<file path="src/rtl/seg7_scan.sv">
// seg7_scan: four-digit multiplexed 7-segment driver.
// It latches four BCD digits and scans them units -> tens -> hundreds -> thousands.
// Each digit stays lit for REFRESH_COUNT cycles.
// Leading zeros can optionally be blanked.
// Segment and anode outputs are registered, so they show the scan position and
// digit values of the previous cycle.
//
// state        | meaning
// S_UNITS      | units digit (d1) selected, an[0] low
// S_TENS       | tens digit (d2) selected, an[1] low
// S_HUNDREDS   | hundreds digit (d3) selected, an[2] low
// S_THOUSANDS  | thousands digit (d4) selected, an[3] low
module seg7_scan #(
  parameter int REFRESH_COUNT = 50000,
  parameter int BLANK_ZEROS   = 1
) (
  input  logic       clock,
  input  logic       reset,
  input  logic       escrever,
  input  logic [3:0] setseg1,
  input  logic [3:0] setseg2,
  input  logic [3:0] setseg3,
  input  logic [3:0] setseg4,
  output logic [6:0] seg,
  output logic [3:0] an
);

  localparam int            CW       = (REFRESH_COUNT > 2) ? $clog2(REFRESH_COUNT) : 1;
  localparam logic [CW-1:0] CNT_LAST = CW'(REFRESH_COUNT - 1);
  localparam logic [6:0]    SEG_OFF  = 7'b1111111;

  typedef enum logic [1:0] {
    S_UNITS     = 2'd0,
    S_TENS      = 2'd1,
    S_HUNDREDS  = 2'd2,
    S_THOUSANDS = 2'd3
  } scan_t;

  logic [CW-1:0] r_cnt;
  scan_t         r_idx;
  logic [3:0]    r_d1;
  logic [3:0]    r_d2;
  logic [3:0]    r_d3;
  logic [3:0]    r_d4;
  logic [6:0]    r_seg;
  logic [3:0]    r_an;

  logic [3:0]    w_digit;
  logic          w_blank;
  logic [6:0]    w_seg_next;
  logic [3:0]    w_an_next;
  logic          w_wrap;

  // Active-low segment pattern {g,f,e,d,c,b,a}; codes above 9 go dark.
  function automatic logic [6:0] seg_decode(input logic [3:0] v);
    logic [6:0] s;
    case (v)
      4'd0:    s = 7'b1000000;
      4'd1:    s = 7'b1111001;
      4'd2:    s = 7'b0100100;
      4'd3:    s = 7'b0110000;
      4'd4:    s = 7'b0011001;
      4'd5:    s = 7'b0010010;
      4'd6:    s = 7'b0000010;
      4'd7:    s = 7'b1111000;
      4'd8:    s = 7'b0000000;
      4'd9:    s = 7'b0010000;
      default: s = SEG_OFF;
    endcase
    return s;
  endfunction

  // The scan position always advances by one slot and wraps from thousands to units.
  function automatic scan_t scan_next(input scan_t cur);
    scan_t n;
    case (cur)
      S_UNITS:     n = S_TENS;
      S_TENS:      n = S_HUNDREDS;
      S_HUNDREDS:  n = S_THOUSANDS;
      default:     n = S_UNITS;
    endcase
    return n;
  endfunction

  assign w_wrap = (r_cnt == CNT_LAST);

  // Pick the latched digit for the slot currently selected.
  always_comb begin
    w_digit = r_d1;
    case (r_idx)
      S_UNITS:     w_digit = r_d1;
      S_TENS:      w_digit = r_d2;
      S_HUNDREDS:  w_digit = r_d3;
      S_THOUSANDS: w_digit = r_d4;
      default:     w_digit = r_d1;
    endcase
  end

  // Leading-zero blanking: a digit goes dark when it and every higher digit are zero.
  // The units digit always stays lit, so a value of zero still shows "0".
  always_comb begin
    w_blank = 1'b0;
    if (BLANK_ZEROS != 0) begin
      case (r_idx)
        S_TENS:      w_blank = (r_d4 == 4'd0) && (r_d3 == 4'd0) && (r_d2 == 4'd0);
        S_HUNDREDS:  w_blank = (r_d4 == 4'd0) && (r_d3 == 4'd0);
        S_THOUSANDS: w_blank = (r_d4 == 4'd0);
        default:     w_blank = 1'b0;
      endcase
    end
  end

  // A blanked digit keeps its anode enabled, so every slot has the same scan timing.
  // Only the segment pattern is forced dark.
  always_comb begin
    w_seg_next = w_blank ? SEG_OFF : seg_decode(w_digit);
    w_an_next  = 4'b1111;
    case (r_idx)
      S_UNITS:     w_an_next = 4'b1110;
      S_TENS:      w_an_next = 4'b1101;
      S_HUNDREDS:  w_an_next = 4'b1011;
      S_THOUSANDS: w_an_next = 4'b0111;
      default:     w_an_next = 4'b1111;
    endcase
  end

  // Scan state, refresh counter, digit latches and registered outputs.
  // The outputs sample r_idx and r_d* before this edge updates them, which gives one cycle of latency.
  always_ff @(posedge clock) begin
    if (reset) begin
      r_cnt <= '0;
      r_idx <= S_UNITS;
      r_d1  <= 4'd0;
      r_d2  <= 4'd0;
      r_d3  <= 4'd0;
      r_d4  <= 4'd0;
      r_seg <= SEG_OFF;
      r_an  <= 4'b1111;
    end else begin
      if (escrever) begin
        r_d1 <= setseg1;
        r_d2 <= setseg2;
        r_d3 <= setseg3;
        r_d4 <= setseg4;
      end
      if (w_wrap) begin
        r_cnt <= '0;
        r_idx <= scan_next(r_idx);
      end else begin
        r_cnt <= r_cnt + 1'b1;
      end
      r_seg <= w_seg_next;
      r_an  <= w_an_next;
    end
  end

  assign seg = r_seg;
  assign an  = r_an;

endmodule

</file>
<file path="config.mk">
export PLATFORM = sky130hd
export DESIGN_NAME = seg7_scan
export DESIGN_NICKNAME = d
export VERILOG_FILES = /design/src/rtl/seg7_scan.sv
export SDC_FILE = /design/constraint.sdc
export NUM_CORES = 1
export LEC_CHECK = 0
export ABC_AREA = 1
export CORE_MARGIN = 5
export CORE_UTILIZATION = 55
export CTS_CLUSTER_DIAMETER = 30
export CTS_CLUSTER_SIZE = 16
export DETAILED_ROUTE_END_ITERATION = 8
export PLACE_DENSITY = 0.88
export SETUP_SLACK_MARGIN = 0.3
export SLEW_MARGIN = 0
export SYNTH_ARGS = -nofsm -noshare
export SYNTH_HDL_FRONTEND = slang
export SYNTH_SLANG_ARGS = --single-unit
</file>
<file path="constraint.sdc">
create_clock -name clock -period 3.4 [get_ports clock]
set_input_delay 0.68 -clock clock [delete_from_list [all_inputs] [get_ports clock]]
set_output_delay 0.68 -clock clock [all_outputs]
set_load 0.01 [all_outputs]
</file>
* Yosys cells after proc, flatten, opt, wreduce, memory -nomap -nowiden
Memory sizes are Yosys's and may differ from the RTL's. A register that Yosys moved wholly into a read port is not among the register bits.
Index checks and enable logic that the tools add are counted.
** Storage, ports and cells
- Memories kept :: 1
- Input port bits :: 19
- Flip-flop bits (word level) :: 38
- ROM bits :: 112
** Cells by class
- Reductions and logical operators :: 8
- $add $sub $neg :: 1
- Muxes and demuxes :: 4
- Eq/ne operators :: 4
** Memories
- (name not given) :: words 16, width 7, rd ports 1, clocked after Yosys merged registers in 1, write ports 0, RTL line 57 : case (v)
** Operators with widths (number)
- 4-bit case mux with 4 select lines :: 2
- 16-bit by 1-bit adder with 16-bit output, second input constant :: 1
- 16-bit == test, second input constant :: 1
- 4-bit logical NOT :: 3
- 2-bit case mux with 3 select lines :: 1
- 2-bit == test, second input constant :: 2
- 2-bit OR reduction :: 2
- 1-bit case mux with 3 select lines :: 1
- 2-bit by 1-bit == test with 1-bit output, second input constant :: 1
- 1-bit logical AND :: 2
- 2-bit logical NOT :: 1

* Logic depth before layout (Yosys ltp)
Gate-level depths: netlist of the first run.
- Word-level depth :: 5
- Gate-level depth with buffers :: 13

* Worst setup path before layout of the first run
No wires, ideal clock.
- Path kind :: reg2reg
- Start point :: register r_idx[0]
- End point :: register r_seg[1] (netlist: seg[1])
- Period minus slack after synthesis :: 1801 ps
- Stages on the path, launching flop included :: 10
- Buffers on the path :: 0
- Setup slack :: 1599 ps
- Required time :: 3342 ps
- Arrival time :: 1743 ps
- Cells stage by stage :: dfxtp_1 > inv_1 > ha_1 > inv_2 > nand2_1 > o21ai_4 > inv_1 > ha_1 > or2_2 > nand2_1
** On the way
- Cells in the longest elaborated chain, start to end :: 3
- Elaborated cells on any way between the ends :: 7
- Classes of those cells :: eq/ne (3); mux (2); reduce/logical (2)
** Ends and longest elaborated chain
- start, declared :: RTL line 40 : scan_t r_idx;
- start signal, assigned :: RTL line 148 : r_idx <= scan_next(r_idx);
- 2-bit == test / 2-bit by 1-bit == test with 1-bit output (equally long branches) :: RTL line 90, 104
- 1-bit case mux with 3 select lines :: RTL line 104 : case (r_idx)
- 2-bit OR reduction (no source line)
- end, declared :: RTL line 45 : logic [6:0] r_seg;
Several ways; a longest one is shown, not always the timed one.
A chain may end at the register's enable or synchronous reset.

* Worst setup path after layout of the first run
Ends and elaborated chain as after synthesis.

==> results of run 1 <==
-- registers in the layout, summed over array words and instances, names as in the netlist --
name,count
r_cnt,16
r_d2,4
r_d1,4
r_d4,4
r_d3,4
an,4
seg,7
r_idx,2
-- final cells by class --
cell class	instances	area [µm²]
Clock inverter	2	10.0
Timing Repair Buffer	29	290
Sequential cell	45	901
Clock buffer	6	72.6
Multi-Input combinational cell	204	1110
Inverter	36	135
Fill cell	360	1330
Tap cell	50	62.6
-- cell usage after synthesis --
master	number
o21ai_0	18
nor3_1	6
ha_1	8
o21ai_2	1
inv_1	32
nor3_4	1
xor2_1	4
clkbuf_1	5
a21oi_2	4
nand2_2	4
a21oi_1	11
or2_0	1
or2_4	1
nand3_2	1
o21bai_2	1
nand3_1	13
nor2_1	34
nand2_1	67
nand2_4	3
nor2_2	10
nor3b_2	1
nor2_4	4
o211ai_1	1
nand3b_1	1
inv_2	4
o21ai_4	1
dfxtp_1	45
or2_2	1
buf_12	1
nand4_1	7
-- placed cells by master (no fill, tap or decap), types with 2 or more instances in the layout --
cell type        instances
nor2_2                  10
clkbuf_8                 5
a21oi_1                 11
nand3_1                 13
nor3_1                   6
nor2_1                  34
o21ai_0                 18
a21oi_2                  4
nand4_1                  7
clkinv_2                 2
nor2_4                   4
ha_1                     8
inv_2                    4
dfxtp_1                 45
inv_1                   32
clkdlybuf4s50_1         29
nand2_2                  4
nand2_4                  3
nand2_1                 67
xor2_1                   4
-- power by group through the flow --
stage          clock network (mW)  registers (mW)  logic, mW
3_5_place_dp                    0           0.577      0.116
3_3_place_gp                    0           0.576      0.113
5_1_grt                     0.346           0.567      0.131
4_1_cts                     0.324           0.564      0.117
2_1_floorplan                   0           0.579     0.0641
6_report                    0.320           0.564      0.116
-- final timing paths --
path	endpoint	depth (start not counted)	slack, ns
max reg2reg	seg[1]$_SDFF_PP1_	9	1.35
max	seg[1]$_SDFF_PP1_	9	1.35
min	r_cnt[0]$_SDFF_PP0_	1	0.47
min reg2reg	r_cnt[0]$_SDFF_PP0_	1	0.47
-- layer usage --
| layer | part of all wire | vias to the layer above | track usage |
|---|---|---|---|
| met1 | 0.45 | 837 | 0.194 |
| met3 | 0.036 | 8 | 0.0413 |
| li1 | - | 978 | - |
| met4 | 0.013 | 0 | 0.0820 |
| met2 | 0.50 | 33 | 0.310 |
| met5 | 0 | - | 0 |
-- per-stage QoR --
step,utilization,hold slack (ns)
6_report,0.660,0.466
5_1_grt,0.660,0.487
4_1_cts,0.660,0.473
3_5_place_dp,0.639,0.454
3_3_place_gp,0.639,0.442
2_1_floorplan,-,0.427
-- kinds of logic (layout without fill, tap and decap cells) --
group	after synthesis	in the layout	share of synthesized area
simple gates	155	155	0.344
flops	45	45	0.412
compound gates	37	37	0.102
fa+ha+maj	8	8	0.0458
xor+xnor	4	4	0.0160
buf+inv	42	73	0.0796
-- worst max-delay path: cells and delay by family, from the launching register on --
| family | cells | cell delay [ns] |
|---|---|---|
| compound gates | 1 | 0.24 |
| buf+inv | 3 | 0.33 |
| simple gates | 3 | 0.47 |
| flops | 1 | 0.40 |
| fa+ha+maj | 2 | 0.54 |
==> summary.md, run 1 <==
| Metric | Value |
|---|---|
| Outcome | complete, no violations |
| GR Util All Layers | 0.174 |
| Worst Skew | ~0.0055 ns |
| Reg-to-reg startpoint | r_idx[0]$_SDFFE_PP0N_ |
| Share of power burned in registers | 0.564 |
| Crit-path cells | inv_1 > ha_1 > inv_2 > nand2_1 > o21ai_4 > inv_1 > ha_1 > or2_2 > nand2_1 |
| Cts repair resizes | 0 |
| Syn Area/Cell | ~7.5 µm² |
| Total grt overflow | 0 |
| Largest net degree at the start of global routing | 23 |
| Placed cell count | 364 |
| Standard-cell rows | 23 |
| Vias in the first global route | between 1.5k and 2k |
| Post-CTS setup buffers | 0 |
| Sw Ratio | 0.247 |
| CP Launch Type | flip-flop |
| Sw power | around 250 µW |
| Mapped Area | roughly 2200 µm² |
| Pwr/cell area | between 300 and 400 nW/µm² |
| Overall die width | roughly 73 µm |
| I/O pins | 30 |
| Clk root buf | clkbuf_8 |
| CTS max path bufs | 2 |
| Power Internal | 753 µW |
| Worst-case vdd ir drop | around 0.30 mV |
| Slew @ Worst Pin | about 0.57 ns |
| Cell area after placement | approximately 2500 µm² |
| F_max | 0.489 GHz |
| Fraction of layout cells with a size suffix above 1 | 0.137 |
| HP Start | r_cnt[0]$_SDFF_PP0_ |
| Clock power frac | 0.320 |
| Tcrit/Tclk final | 0.602 |
| Setup TNS | 0 ns |
| CP max stage cell | dfxtp_1 |
| Yosys reg bits | 45 |
| DIE HEIGHT | ~73 µm |
| Hold-fix buffers, CTS | 0 |
| Setup violators final | 0 |
| Post-Layout Cell Count | about 370 |
| Crit-path max FO | 9 |
| Final nets | 348 |
| Worst Setup SP | r_idx[0]$_SDFFE_PP0N_ |
| Fin crit period | between 2 and 2.5 ns |
| Clock sinks | between 40 and 50 |
| Max-slew violation count | 0 |
| RSZ-0062 raised after global routing | false |
| Placer Congestion | 0.879 |
| Core region area | roughly 3900 µm² |
| Seq/Total Area, Yosys | 0.412 |
| YS warnings | 0 |
| First-pass detailed-route iteration total | 4 |
| Cell taking the most area after synthesis | dfxtp_1 |
| Worst Slack Setup Final | between 1 and 1.5 ns |
| Num CTS Buffers | 5 |
| Total vias in the final route | roughly 1.9k |
| Pre-CTS setup slack | between 1 and 1.5 ns |
| Max incr delay on CP | 0.40 ns |
| Combinational Power Share | 0.116 |
| DR iter-0 viols | 101 |
| Power, Total | 1.00 mW |
| Worst Path Required | 3.64 ns |
| Hold Vio Cnt, Final | 0 |
| Initial antenna violation count | 0 |
| Crit. End Element | flip-flop |
| Worst Hold Class | flip-flop to flip-flop |
| Starting Density | 0.559 |
| Cell area after layout | between 2000 and 3000 µm² |
| Worst path arrival time | approximately 2.3 ns |
| IO Port Bufs | 29 |
| DIE AREA | around 5300 µm² |
| Max Cap Violations | 0 |
| Post-route DRC | 0 |
| Reg clk slew, reported paths | about 0.080 ns |
| DR WL/cell | ~12 µm |
| Routed WL | between 4000 and 5000 µm |
| # H-tree levels | 2 |
| N_diodes | 0 |
| P&R area growth vs syn | 18.1% |
| Max-slew headroom at the worst pin | 0.620 |
| Clock latency on the worst-skew pair | about 0.30 ns |
| Crit Path Class | flip-flop to flip-flop |
| Mapped Cells | slightly below 300 |
| Via-to-Cell Ratio | 4.99 |
| Leakage | roughly 1.1 nW |
| Syn Nets | between 300 and 400 |
| DP HPWL | approximately 3200 µm |
| Antenna-violating nets left | 0 |
| Top cell type's share of synthesized area | 0.412 |
| Synth cell types | 30 |
| Ranking of synthesized cells by area | dfxtp_1 41%, nand2_1 12%, nor2_1 5.8%, inv_1 5.5%, ha_1 4.6% |
| First-pass GRT wire length | 7300 µm |
| CTS tree | yes |
Note: power is estimated with default switching activity, not from simulation.
==> run 2, diff against run 1 <==
--- a/config.mk
+++ b/config.mk
@@ -7,11 +7,11 @@
 export LEC_CHECK = 0
 export ABC_AREA = 1
 export CORE_MARGIN = 5
-export CORE_UTILIZATION = 55
+export CORE_UTILIZATION = 49
 export CTS_CLUSTER_DIAMETER = 30
 export CTS_CLUSTER_SIZE = 16
 export DETAILED_ROUTE_END_ITERATION = 8
-export PLACE_DENSITY = 0.88
+export PLACE_DENSITY = 0.83
 export SETUP_SLACK_MARGIN = 0.3
 export SLEW_MARGIN = 0
 export SYNTH_ARGS = -nofsm -noshare
==> constraint.sdc (replaced) <==
create_clock -name clock -period 1.8 [get_ports clock]
set_input_delay 0.36 -clock clock [delete_from_list [all_inputs] [get_ports clock]]
set_output_delay 0.36 -clock clock [all_outputs]
set_load 0.01 [all_outputs]
==> run 2 against run 1 <==
Against the previous run: worst hold slack got worse by 0.039 ns; cell count rose by 5.9%; routed wire length up 20%; sequential cell count did not move; count of clock-buffer cells in the layout stayed put; largest power group unchanged.
==> summary.md, run 2 (same netlist as run 1, synthesis figures left out) <==
| Metric | Value |
|---|---|
| Crit. End Element | flip-flop (unchanged) |
| Top delay family on crit path | simple AND/OR/NAND/NOR gates (was adder cells) |
| Vias in the first global route | 1,971 (was 1,796) |
| Commonest non-fill, non-tap cell in the layout | nand2_1 (unchanged) |
| Hold-fix buffers, CTS | 0 (unchanged) |
| Hold Vio Cnt, Final | 0 (unchanged) |
| Total vias in the final route | 2,003 (was 1,856) |
| Worst Path Required | 1.99 ns (was 3.64 ns) |
| GR Util All Layers | 0.168 (was 0.174) |
| Reg clk slew, reported paths | 0.09 ns (was 0.08 ns) |
| Setup TNS | 0 ns (unchanged) |
| N_diodes | 0 (unchanged) |
| Worst Setup SP | r_idx[1]$_SDFFE_PP0N_ (was r_idx[0]$_SDFFE_PP0N_) |
| Tcrit/Tclk final | 0.943 (was 0.602) |
| Crit-path cells | buf_12 > ha_4 > nand2_2 > nand2_2 > nor2_4 > nor2_4 > buf_6 > ha_4 > nand3b_1 > o211ai_1 > nand2_1 (was inv_1 > ha_1 > inv_2 > nand2_1 > o21ai_4 > inv_1 > ha_1 > or2_2 > nand2_1) |
| CTS tree | yes (unchanged) |
| DIE HEIGHT | 76.8 µm (was 73.0 µm) |
| Biggest register | r_cnt (unchanged) |
| Area of the multi-input gates | 1290 µm² (was 1110 µm²) |
| Power, Total | 2.12 mW (was 1.00 mW) |
| DR WL/cell | 13.0 µm (was 11.5 µm) |
| DR iter-0 viols | 94 (was 101) |
| CP Depth | 11 (was 9) |
| I/O pins | 30 (unchanged) |
| Overall die width | 76.8 µm (was 73.0 µm) |
| Cell area after placement | 2610 µm² (was 2500 µm²) |
| DIE AREA | 5900 µm² (was 5330 µm²) |
| WHS | 0.427 ns (was 0.466 ns) |
| Crit-path max FO | 4 (was 9) |
| Max-slew violation count | 0 (unchanged) |
| Worst Path Buf+Inv | 2 (was 3) |
| Antenna-violating nets left | 0 (unchanged) |
| Routed WL | 5140 µm (was 4290 µm) |
| Worst Hold Class | flip-flop to flip-flop (unchanged) |
| WHS Path Cells | 1 (unchanged) |
| Pwr/cell area | 707 nW/µm² (was 388 nW/µm²) |
| Slew @ Worst Pin | 0.409 ns (was 0.569 ns) |
| IO Port Bufs | 29 (unchanged) |
| Via-to-Cell Ratio | 5.08 (was 4.99) |
| Max incr delay on CP | 0.38 ns (was 0.40 ns) |
| R2R cell count | 11 (was 9) |
| Final nets | 368 (was 348) |
| CTS max path bufs | 2 (unchanged) |
| CP Launch Type | flip-flop (unchanged) |
| P&R area growth vs syn | 37.3% (was 18.1%) |
| Reg-to-reg startpoint | r_idx[1]$_SDFFE_PP0N_ (was r_idx[0]$_SDFFE_PP0N_) |
| Post-route DRC | 0 (unchanged) |
| Largest net degree at the start of global routing | 18 (was 23) |
| DP HPWL | 3330 µm (was 3210 µm) |
| F_max | 0.589 GHz (was 0.489 GHz) |
| Max-slew headroom at the worst pin | 0.727 (was 0.620) |
| First-pass detailed-route iteration total | 4 (unchanged) |
| Clock latency on the worst-skew pair | 0.29 ns (was 0.30 ns) |
| Clock sinks | 45 (unchanged) |
| CP max stage cell | dfxtp_4 (was dfxtp_1) |
| Combinational Power Share | 0.124 (was 0.116) |
| Fraction of layout cells with a size suffix above 1 | 0.304 (was 0.137) |
| Num CTS Buffers | 5 (unchanged) |
| Worst-case vdd ir drop | 0.578 mV (was 0.296 mV) |
| RSZ-0062 raised after global routing | true (was false) |
| Most frequent cells in the layout | 51 x nand2_1, 42 x dfxtp_1, 33 x nor2_1 (was 67 x nand2_1, 45 x dfxtp_1, 34 x nor2_1) |
| Worst Skew | 0.00449 ns (was 0.00548 ns) |
| Outcome | complete, no violations (unchanged) |
| Post-Layout Cell Count | 394 (was 372) |
| Fin crit period | 1.70 ns (was 2.05 ns) |
| Sw power | 499 µW (was 248 µW) |
| Initial antenna violation count | 0 (unchanged) |
| Cell area after layout | 3000 µm² (was 2580 µm²) |
| Largest register FFs | 16 (unchanged) |
| Total grt overflow | 0 (unchanged) |
| Power Internal | 1.62 mW (was 753 µW) |
| HP Start | r_cnt[0]$_SDFF_PP0_ (unchanged) |
| Starting Density | 0.502 (was 0.559) |
| Setup violators final | 0 (unchanged) |
| Core region area | 4350 µm² (was 3910 µm²) |
| Clk root buf | clkbuf_8 (unchanged) |
| Worst path arrival time | 1.88 ns (was 2.29 ns) |
| Placer Congestion | 0.818 (was 0.879) |
| Leakage | 1.22 nW (was 1.07 nW) |
| Crit Path Class | flip-flop to flip-flop (unchanged) |
| Placed cell count | 370 (was 364) |
| Number of fill cells | 333 (was 360) |
| Standard-cell rows | 24 (was 23) |
| Sw Ratio | 0.235 (was 0.247) |
| First-pass GRT wire length | 8400 µm (was 7300 µm) |
| Share of power burned in registers | 0.503 (was 0.564) |
| Clock power frac | 0.373 (was 0.320) |
| # H-tree levels | 2 (unchanged) |
| Max Cap Violations | 0 (unchanged) |
| Sequential cell area | 910 µm² (was 901 µm²) |
run 2: what timing repair did:
action | in CTS | in global routing
cloned | 0 | 0
gates resized for setup | 27 | 28
pin swaps | 15 | 14
setup buffers | 14 | 2
endpoints found under the setup margin | 22 | 30
run 2: final cells by class:
class / instances / area share
Multi-Input combinational cell: 204 / 0.432
Sequential cell: 45 / 0.303
Timing Repair Buffer: 49 / 0.155
Inverter: 36 / 0.0484
Tap cell: 52 / 0.0217
Clock buffer: 6 / 0.0275
Clock inverter: 2 / 0.0125
run 2: metal layers:
layer	global-route usage	vias up	routed length, µm
met5	0	-	0
met3	0.0422	14	210
met2	0.284	51	2600
met1	0.206	922	2180
li1	-	1016	-
met4	0.0577	0	144
run 2: power by group through the flow:
stage / registers [mW] / clock network (mW) / logic (mW)
floorplan: 1.09 / 0 / 0.126
global placement: 1.09 / 0 / 0.228
detailed placement: 1.09 / 0 / 0.234
CTS: 1.07 / 0.806 / 0.250
global route: 1.07 / 0.853 / 0.291
finish: 1.07 / 0.792 / 0.263
run 2: final timing paths:
path,to,slack (ns)
hold / removal,r_cnt[0]$_SDFF_PP0_,0.43
setup / recovery,seg[6]$_SDFF_PP1_,0.10
setup reg to reg,seg[6]$_SDFF_PP1_,0.10
hold reg to reg,r_cnt[0]$_SDFF_PP0_,0.43
run 2: stage by stage:
stage | utilization | worst slack [ns]
global placement | 0.598 | 0.169
CTS | 0.664 | 0.175
global route | 0.689 | 0.0216
floorplan | - | 0.206
finish | 0.689 | 0.103
detailed placement | 0.598 | 0.113
==> run 3, diff against run 2 <==
--- a/config.mk
+++ b/config.mk
@@ -9,7 +9,6 @@
 export CORE_MARGIN = 5
 export CORE_UTILIZATION = 49
 export CTS_CLUSTER_DIAMETER = 30
-export CTS_CLUSTER_SIZE = 16
 export DETAILED_ROUTE_END_ITERATION = 8
 export PLACE_DENSITY = 0.83
 export SETUP_SLACK_MARGIN = 0.3
==> results of run 3 <==
The final DEF is identical to that of run 2; final timing and power are the same.
